File: src/rtl/vga_rect_ctrlmod.sv
// vga_rect_ctrlmod: frame-synchronous position/colour controller for the VGA rectangle
module vga_rect_ctrlmod #(
  parameter logic [9:0] SC    = 10'd640,
  parameter logic [9:0] SQ    = 10'd480,
  parameter logic [9:0] XSIZE = 10'd128,
  parameter logic [9:0] YSIZE = 10'd128,
  parameter logic [9:0] XINIT = 10'd256,
  parameter logic [9:0] YINIT = 10'd176,
  parameter logic [9:0] STEP  = 10'd4,
  parameter logic [9:0] ASTEP = 10'd2
) (
  input  logic        CLOCK,
  input  logic        RESET,
  input  logic        iFrame,
  input  logic        iMode,
  input  logic        iReq,
  input  logic [1:0]  iDir,
  output logic        oAck,
  input  logic        iColorWe,
  input  logic [15:0] iColor,
  output logic [9:0]  oXOFF,
  output logic [9:0]  oYOFF,
  output logic [15:0] oColor,
  output logic        oUpdate
);
  localparam logic [9:0] XMAX = SC - XSIZE;
  localparam logic [9:0] YMAX = SQ - YSIZE;

  typedef enum logic [1:0] {IDLE, PEND, AUTO} state_t;
  state_t      state;
  logic [1:0]  dir_q;
  logic        dx, dy;
  logic [15:0] shadow;
  logic [9:0]  man_x, man_y, auto_x, auto_y;
  logic        x_hit, y_hit, ndx, ndy;

  // next positions for a latched manual step and for one bounce step, all clamped
  always_comb begin
    man_x  = (dir_q == 2'b11) ? ((oXOFF + STEP > XMAX) ? XMAX : oXOFF + STEP) :
             (dir_q == 2'b10) ? ((oXOFF < STEP) ? 10'd0 : oXOFF - STEP) : oXOFF;
    man_y  = (dir_q == 2'b01) ? ((oYOFF + STEP > YMAX) ? YMAX : oYOFF + STEP) :
             (dir_q == 2'b00) ? ((oYOFF < STEP) ? 10'd0 : oYOFF - STEP) : oYOFF;
    x_hit  = dx ? (oXOFF + ASTEP >= XMAX) : (oXOFF <= ASTEP);
    y_hit  = dy ? (oYOFF + ASTEP >= YMAX) : (oYOFF <= ASTEP);
    auto_x = dx ? (x_hit ? XMAX : oXOFF + ASTEP) : (x_hit ? 10'd0 : oXOFF - ASTEP);
    auto_y = dy ? (y_hit ? YMAX : oYOFF + ASTEP) : (y_hit ? 10'd0 : oYOFF - ASTEP);
    ndx    = x_hit ? ~dx : dx;
    ndy    = y_hit ? ~dy : dy;
  end

  // control FSM; position and colour only change on a frame pulse
  always_ff @(posedge CLOCK or negedge RESET) begin
    if (!RESET) begin
      state   <= IDLE;
      dir_q   <= 2'b00;
      dx      <= 1'b1;
      dy      <= 1'b1;
      shadow  <= 16'hFFFF;
      oColor  <= 16'hFFFF;
      oXOFF   <= XINIT;
      oYOFF   <= YINIT;
      oAck    <= 1'b0;
      oUpdate <= 1'b0;
    end else begin
      oAck    <= 1'b0;
      oUpdate <= 1'b0;
      if (iColorWe) shadow <= iColor;
      if (iFrame) oColor <= shadow;
      case (state)
        IDLE: begin
          if (iMode) state <= AUTO;
          else if (iReq) begin
            dir_q <= iDir;
            oAck  <= 1'b1;
            state <= PEND;
          end
        end
        PEND: begin
          if (iFrame) begin
            oXOFF   <= man_x;
            oYOFF   <= man_y;
            oUpdate <= 1'b1;
            state   <= IDLE;
          end
        end
        default: begin
          if (iFrame) begin
            oXOFF   <= auto_x;
            oYOFF   <= auto_y;
            dx      <= ndx;
            dy      <= ndy;
            oUpdate <= 1'b1;
          end
          if (!iMode) state <= IDLE;
        end
      endcase
    end
  end
endmodule

File: config.mk
export PLATFORM = sky130hd
export DESIGN_NAME = vga_rect_ctrlmod
export DESIGN_NICKNAME = d
export VERILOG_FILES = /design/src/rtl/vga_rect_ctrlmod.sv
export SDC_FILE = /design/constraint.sdc
export NUM_CORES = 1
export LEC_CHECK = 0
export BUFFER_PORTS_ARGS = -buffer_cell sky130_fd_sc_hd__clkbuf_2
export CORE_MARGIN = 1
export CORE_UTILIZATION = 35
export CTS_BUF_LIST = sky130_fd_sc_hd__clkbuf_4 sky130_fd_sc_hd__clkbuf_8 sky130_fd_sc_hd__clkbuf_16
export DETAILED_ROUTE_END_ITERATION = 7
export PLACE_DENSITY = 0.64
export SKIP_CTS_REPAIR_TIMING = 1
export SYNTH_ARGS = -nofsm -noshare
export SYNTH_HDL_FRONTEND = slang
export SYNTH_SLANG_ARGS = --single-unit
File: constraint.sdc
create_clock -name CLOCK -period 6.4 [get_ports CLOCK]
set_input_delay 0.32 -clock CLOCK [delete_from_list [all_inputs] [get_ports CLOCK]]
set_output_delay 0.32 -clock CLOCK [all_outputs]
set_load 0.01 [all_outputs]
==> flow_metrics.tcl, run 1 <==
set metrics [dict create \
    setup_ws_ns 3.65 \
    clk_pin_slew_ns 0.06 \
    main_combinational_cell_family_by_area_after_synthesis "simple AND/OR/NAND/NOR gates" \
    die_width_um 110 \
    synth.ff_latch_count 58 \
    finalSetupViolations 0 \
    dp.final_hpwl_mm 7.47 \
    grt_antenna_before_repair 0 \
    critical-path-top-delay-family "compound AO/OA/AOI/OAI gates" \
    synth_seq_area_share 0.368 \
    finalInstanceArea_um2 4750 \
    result_of_the_run "completed" \
    max_clock_freq_ghz 0.364 \
    grt_usage 0.191 \
    num_rows 39 \
    final_max_slew_viol_count 0 \
    async_flop_share 1.00 \
    grt.overflow.total 0 \
    timing.setup.tns_ns 0 \
    number_of_buffers_on_the_longest_clock_path 2 \
    number_of_enable_flip_flop_cells_after_synthesis 0 \
    synth.mux.area_fraction 0.115 \
    drt-pass1-iter-count 5 \
    skew_ns 0.00914 \
    htreeDepth 3 \
    finalCriticalPeriod_ns 2.75 \
    antenna-diode-count 0 \
    gp_routability_congestion 0.924 \
    syn-mean-instance-area_um2 9.13 \
    final_min_period_over_clock_period 0.430 \
    detailedRoute.firstIterationViolations 258 \
    worst-path-buf-inv 0 \
    cellPowerDensity_nw_per_um2 453 \
    drtAntennaViolNets 0 \
    final.fill_count 1125 \
    place.port_buffers 59 \
    numPlacedInstances 616 \
    timing.critical_path.arrival_ns 2.99 \
    cts_sinks 58 \
    drc 0 \
    crit_path_end_kind "flop" \
    slew-limit-headroom 0.318 \
    num-nets-final 521 \
    postPlaceCellArea_um2 4400 \
    route.detailed.wl_per_inst_um 16.8 \
    netlist_instances 446 \
    xor_xnor_portion_of_the_synthesized_cell_area 0.0409 \
    areaGrowthSynthToFinish_pct 16.8 \
    pin_count 62 \
    power.ir.vdd_worst_uv 217 \
    proportion_of_layout_cells_with_a_drive_suffix_above_1 0.321 \
    cap_violations 0 \
    series_of_cell_instances_along_the_critical_path "ha_1 > and3b_1 > a41oi_1 > a32oi_1 > a211oi_1 > a221oi_1 > nor3_1" \
    timing.critical_path.from "oYOFF[3]" \
    critical_path.max_fanout 13 \
    timing_hold_violations_final 0 \
    critPathKind "reg2reg" \
    cts_tree "yes" \
    post_synth_main_area_contributors "sky130_fd_sc_hd__dfstp_2 25%, sky130_fd_sc_hd__dfrtp_1 12%, sky130_fd_sc_hd__mux2_2 10%" \
    startpoint_of_the_worst_register_to_register_path "oYOFF[3]" \
    grt_max_degree 59 \
    yosys.area_share.adder 0.0400 \
    synth.cells.most_frequent "41 x sky130_fd_sc_hd__nand2_1, 38 x sky130_fd_sc_hd__dfstp_2, 37 x sky130_fd_sc_hd__mux2_2, 25 x sky130_fd_sc_hd__nor2_1, 25 x sky130_fd_sc_hd__o21ai_0" \
    share_of_yosys_cell_area_claimed_by_the_top_area_cell_type 0.245 \
    synthDistinctLibCells 66 \
    critPathRequiredTime_ns 6.64 \
    dominantRegCellSynth "sky130_fd_sc_hd__dfstp_2" \
    tightestPinTransition_ns 1.02 \
    critPathSlowestCell "sky130_fd_sc_hd__dfrtp_1" \
    die-area_um2 12100 \
    detailed_route_wl_mm 10.6 \
    rsz0062_at_grt "false" \
    post-synth-top-count-cell "sky130_fd_sc_hd__nand2_1" \
    grt_pass1_vias 3517 \
    instances_no_fill 632 \
    cts_made_buffers 9 \
    design_power_total_mw 2.15 \
    worst_skew_pair.late_latency_ns 0.33 \
    grt_first_pass_wirelength_mm 17.9 \
    synth_compound_gate_area_share 0.180 \
    cp-start-kind "flop" \
    power_leakage_nw 1.92 \
    fp.dieH_um 110 \
    post-place-ws_ns 3.69 \
    coreArea_um2 11400 \
    yosys.area_share.simple 0.206 \
    hold_crit_class "in2async" \
    vias_per_cell 5.66 \
    postLayoutCoreUtil 0.418 \
    syn_area_um2 4070 \
    floorplan.initialDensity 0.358 \
    synth_area_leader_cell "sky130_fd_sc_hd__dfstp_2" \
    slowest_delay_ns 0.63 \
    final.hold.worst_slack_ns 0.139 \
    route.vias.total 3575 \
    ctsRootBufferMaster "sky130_fd_sc_hd__clkbuf_16" \
    yosysWarnings 0 \
]
==> metal layers <==
| layer | global-route usage | part of all wire | up-vias |
|---|---|---|---|
| li1 | - | - | 1711 |
| met1 | 0.270 | 0.47 | 1713 |
| met2 | 0.282 | 0.45 | 133 |
| met3 | 0.0433 | 0.070 | 18 |
| met4 | 0.0724 | 0.016 | 0 |
| met5 | 0 | 0 | - |
==> power by group <==
| part | internal, mW | switching (mW) | total (mW) |
|---|---|---|---|
| Clock | 0.394 | 0.165 | 0.559 |
| Sequential | 0.485 | 0.254 | 0.739 |
| Combinational | 0.376 | 0.480 | 0.856 |
==> cells by family (layout without fill, tap and decap cells) <==
group,after synthesis,in the layout
and+or+nand+nor,159,159
AOI/OAI and AO/OA,106,106
DFF,58,58
buffers and inverters,48,90
muxes,42,42
xor gates and xnor gates,19,19
adders and majority gates,13,13
other,1,2
==> state kept, by name (all words and copies together), names as in the netlist <==
name	cells
dir_q	2
dx	1
dy	1
oAck	1
oColor	16
oUpdate	1
oXOFF	9
oYOFF	9
shadow	16
state	2
==> cell type report <==
type	instances	area [µm²]	share of cell area
flip-flops and latches	58	1500	0.315
well taps	143	179	0.0376
clock inverters	5	103	0.0216
inverters	14	52.6	0.0111
repair buffers	60	303	0.0637
multi-input cells	341	2370	0.499
clock buffers	11	246	0.0519
==> final timing paths <==
path                             endpoint  slack (ns)  cells after the start
worst min-delay path             oXOFF[3]        0.14                      2
worst max-delay path             oYOFF[4]        3.65                      7
worst min register to register   state[0]        0.59                      1
min in group CLOCK              shadow[3]        0.22                      2
worst max register to register   oYOFF[4]        3.65                      7
max in group asynchronous        oYOFF[1]        5.78                      2
==> cell usage in the layout, fill, tap and decap left out, types with 5 or more instances in the layout <==
| master | instances |
|---|---|
| sky130_fd_sc_hd__inv_1 | 14 |
| sky130_fd_sc_hd__a31oi_1 | 11 |
| sky130_fd_sc_hd__xnor2_1 | 12 |
| sky130_fd_sc_hd__nor3_1 | 15 |
| sky130_fd_sc_hd__nand2_1 | 41 |
| sky130_fd_sc_hd__clkbuf_2 | 59 |
| sky130_fd_sc_hd__nand4_1 | 8 |
| sky130_fd_sc_hd__xor2_1 | 7 |
| sky130_fd_sc_hd__mux2_2 | 37 |
| sky130_fd_sc_hd__and3_1 | 7 |
| sky130_fd_sc_hd__a21oi_1 | 11 |
| sky130_fd_sc_hd__a211oi_1 | 6 |
| sky130_fd_sc_hd__dfstp_2 | 38 |
| sky130_fd_sc_hd__nor4_1 | 5 |
| sky130_fd_sc_hd__o22ai_1 | 6 |
| sky130_fd_sc_hd__dfrtp_1 | 20 |
| sky130_fd_sc_hd__mux2i_1 | 5 |
| sky130_fd_sc_hd__nor2b_1 | 5 |
| sky130_fd_sc_hd__o21ai_0 | 25 |
| sky130_fd_sc_hd__nand2b_1 | 6 |
| sky130_fd_sc_hd__nor2_1 | 25 |
| sky130_fd_sc_hd__nand3_1 | 20 |
| sky130_fd_sc_hd__clkbuf_16 | 9 |
| sky130_fd_sc_hd__ha_1 | 13 |
Note: power is estimated with default switching activity, not from simulation.
==> inputs of run 2 (changes only) <==
--- a/config.mk
+++ b/config.mk
@@ -5,12 +5,13 @@
 export SDC_FILE = /design/constraint.sdc
 export NUM_CORES = 1
 export LEC_CHECK = 0
+export ABC_AREA = 1
 export BUFFER_PORTS_ARGS = -buffer_cell sky130_fd_sc_hd__clkbuf_2
 export CORE_MARGIN = 1
 export CORE_UTILIZATION = 35
 export CTS_BUF_LIST = sky130_fd_sc_hd__clkbuf_4 sky130_fd_sc_hd__clkbuf_8 sky130_fd_sc_hd__clkbuf_16
 export DETAILED_ROUTE_END_ITERATION = 7
-export PLACE_DENSITY = 0.64
+export PLACE_DENSITY = 0.65
 export SKIP_CTS_REPAIR_TIMING = 1
 export SYNTH_ARGS = -nofsm -noshare
 export SYNTH_HDL_FRONTEND = slang
==> constraint.sdc (replaced) <==
create_clock -name CLOCK -period 2.45 [get_ports CLOCK]
set_input_delay 0.1225 -clock CLOCK [delete_from_list [all_inputs] [get_ports CLOCK]]
set_output_delay 0.1225 -clock CLOCK [all_outputs]
set_load 0.01 [all_outputs]
==> flow_metrics.tcl, run 2 <==
set metrics [dict create \
    cts_tree "yes" \
    num-nets-final 711 \
    rsz0062_at_grt "false" \
    fp.dieH_um 112 \
    place.port_buffers 59 \
    num_rows 39 \
    gp_routability_congestion 0.963 \
    yosys.area_share.adder 0.0384 \
    hold_crit_class "in2reg" \
    route.detailed.wl_per_inst_um 13.8 \
    areaGrowthSynthToFinish_pct 16.3 \
    synth_area_leader_cell "sky130_fd_sc_hd__dfstp_2" \
    finalSetupViolations 0 \
    drt-pass1-iter-count 7 \
    netlist_instances 617 \
    result_of_the_run "finished, violations left" \
    grt_max_degree 34 \
    finalCriticalPeriod_ns 2.06 \
    die-area_um2 12600 \
    timing.critical_path.arrival_ns 2.32 \
    design_power_total_mw 6.16 \
    synth.ff_latch_count 58 \
    critPathRequiredTime_ns 2.71 \
    whs_endpoint "shadow[15]" \
    timing_hold_violations_final 1 \
    ctsRootBufferMaster "sky130_fd_sc_hd__clkbuf_16" \
    slowest_delay_ns 0.61 \
    dp.final_hpwl_mm 8.54 \
    antenna-diode-count 0 \
    coreArea_um2 11600 \
    startpoint_of_the_worst_register_to_register_path "oYOFF[3]" \
    timing.rr.end "oYOFF[7]" \
    crit_path_end_kind "flop" \
    synth_compound_gate_area_share 0.125 \
    grt_antenna_before_repair 0 \
    critPathMostFrequentCell "sky130_fd_sc_hd__nand2_1" \
    dominantRegCellSynth "sky130_fd_sc_hd__dfstp_2" \
    series_of_cell_instances_along_the_critical_path "nand2_1 > nor2_1 > nand2_1 > xor2_1 > nand4_1 > a21oi_1 > nand2_1 > nand2_1" \
    regs_by_ff_count "oColor (16), shadow (16)" \
    post_synth_main_area_contributors "sky130_fd_sc_hd__dfstp_2 24%, sky130_fd_sc_hd__nand2_1 17%, sky130_fd_sc_hd__dfrtp_1 12%" \
    worst-r2r-cell-count 8 \
    number_of_buffers_on_the_longest_clock_path 2 \
    timing.setup.tns_ns 0 \
    grt_pass1_vias 3895 \
    yosysWarnings 0 \
    critical-path-top-delay-family "simple AND/OR/NAND/NOR gates" \
    max_clock_freq_ghz 0.485 \
    globalRouteMet2Util 0.292 \
    final_max_slew_viol_count 0 \
    power_leakage_nw 2.46 \
    syn_area_um2 4240 \
    postPlaceCellArea_um2 4630 \
    grt.overflow.total 0 \
    yosys.area_share.simple 0.330 \
    cap_violations 0 \
    worst-path-buf-inv 0 \
    post-synth-top-count-cell "sky130_fd_sc_hd__nand2_1" \
    r2r_setup_slack_ns 0.39 \
    grt_usage 0.189 \
    final_min_period_over_clock_period 0.842 \
    synth.cells.most_frequent "197 x sky130_fd_sc_hd__nand2_1, 75 x sky130_fd_sc_hd__inv_1, 62 x sky130_fd_sc_hd__o21ai_0, 56 x sky130_fd_sc_hd__nor2_1, 38 x sky130_fd_sc_hd__dfstp_2" \
    mostFrequentLayoutCells "197 x sky130_fd_sc_hd__nand2_1, 75 x sky130_fd_sc_hd__inv_1, 62 x sky130_fd_sc_hd__o21ai_0" \
    drtAntennaViolNets 0 \
    failed_checks "DRC, hold timing" \
    xor_xnor_portion_of_the_synthesized_cell_area 0.0455 \
    cp-start-kind "flop" \
    final.fill_count 1214 \
    async_flop_share 1.00 \
    grt_busiest_layer "met2" \
    worst_skew_pair.late_latency_ns 0.32 \
    grt_util_met3 0.0454 \
    critPathKind "reg2reg" \
    critPathSlowestCell "sky130_fd_sc_hd__dfrtp_1" \
    number_of_enable_flip_flop_cells_after_synthesis 0 \
    grt_first_pass_wirelength_mm 19.1 \
    share_of_yosys_cell_area_claimed_by_the_top_area_cell_type 0.236 \
    main_combinational_cell_family_by_area_after_synthesis "simple AND/OR/NAND/NOR gates" \
    pin_count 62 \
    synth_seq_area_share 0.354 \
    power.ir.vdd_worst_uv 533 \
    synthDistinctLibCells 39 \
    detailedRoute.firstIterationViolations 322 \
    htreeDepth 3 \
    syn-mean-instance-area_um2 6.87 \
    floorplan.initialDensity 0.365 \
    clk_pin_slew_ns 0.05 \
    most_frequent_standard_cell_in_the_layout_excluding_fill_and_tap_cells "sky130_fd_sc_hd__nand2_1" \
    cts_sinks 58 \
    final.hold.worst_slack_ns -0.00390 \
    synth.mux.area_fraction 0 \
    worst_hold_path_stage_count 3 \
    finalInstanceArea_um2 4930 \
    vias_per_cell 4.97 \
    cts_made_buffers 9 \
    min-delay-start "iColor[15]" \
    critical_path.max_fanout 12 \
    proportion_of_layout_cells_with_a_drive_suffix_above_1 0.224 \
    skew_ns 0.00674 \
    cellPowerDensity_nw_per_um2 1250 \
    met1_usage 0.256 \
    detailed_route_wl_mm 11.4 \
    route.vias.total 4089 \
    drc 3 \
    die_width_um 112 \
]
[run 2: cell count changes after synthesis, moves of 11 or more]
cell / delta
sky130_fd_sc_hd__clkbuf_1: -11
sky130_fd_sc_hd__nor2_1: +31
sky130_fd_sc_hd__nand2_1: +156
sky130_fd_sc_hd__nand3_1: +17
sky130_fd_sc_hd__inv_1: +61
sky130_fd_sc_hd__xor2_1: +13
sky130_fd_sc_hd__mux2_2: -37
sky130_fd_sc_hd__o21ai_0: +37
[run 2: cells by family after synthesis]
group / Yosys count
AND/OR/NAND/NOR: 326
buffers and inverters: 101
AO/OA/AOI/OAI: 96
flip-flops: 58
XOR/XNOR: 22
adder cells (fa/ha/maj): 13
other: 1
[run 2: power breakdown]
| group | internal [mW] | total [mW] | switching [mW] |
|---|---|---|---|
| combinational | 1.12 | 3.24 | 2.11 |
| sequential | 1.28 | 1.75 | 0.471 |
| clock | 0.747 | 1.17 | 0.420 |
| total | 3.15 | 6.16 | 3.00 |
[run 2: per-stage QoR]
| stage | std cells | worst slack, ns | utilization |
|---|---|---|---|
| 2_1_floorplan | 618 | 0.627 | - |
| 3_3_place_gp | 805 | 0.441 | 0.399 |
| 3_5_place_dp | 805 | 0.413 | 0.399 |
| 4_1_cts | 821 | 0.398 | 0.424 |
| 5_1_grt | 822 | 0.166 | 0.424 |
| 6_report | 822 | 0.386 | 0.424 |
[run 2: cell type report]
cell class	count	area [µm²]	area share
inverter	78	293	0.0594
clock buffer	12	260	0.0528
sequential	58	1500	0.304
clock inverter	4	26.3	0.00533
timing repair buffer	68	378	0.0767
tap	143	179	0.0363
multi-input combinational	459	2290	0.465
[run 2: routing by layer]
| metal | wire [µm] | part of all wire |
|---|---|---|
| met2 | 5140 | 0.45 |
| met4 | 213 | 0.019 |
| met5 | 0 | 0 |
| met3 | 751 | 0.066 |
| met1 | 5280 | 0.46 |
[run 2: worst max path at each step]
stage,startpoint,to,depth (start not counted)
after detailed placement,oYOFF[2],oYOFF[3],13
final,oYOFF[3],oYOFF[7],8
after CTS,oYOFF[2],oYOFF[3],13
after floorplan,oYOFF[2],oYOFF[3],13
after global routing,oYOFF[2],oYOFF[5],14
after global placement,oYOFF[3],oYOFF[6],12
[run 2: worst reg2reg max path: stages (launching register included)]
cell and delay, ns:
sky130_fd_sc_hd__dfrtp_1 0.61, sky130_fd_sc_hd__nand2_1 0.15, sky130_fd_sc_hd__nor2_1 0.19, sky130_fd_sc_hd__nand2_1 0.10
sky130_fd_sc_hd__xor2_1 0.35, sky130_fd_sc_hd__nand4_1 0.25, sky130_fd_sc_hd__a21oi_1 0.24, sky130_fd_sc_hd__nand2_1 0.07
sky130_fd_sc_hd__nand2_1 0.06
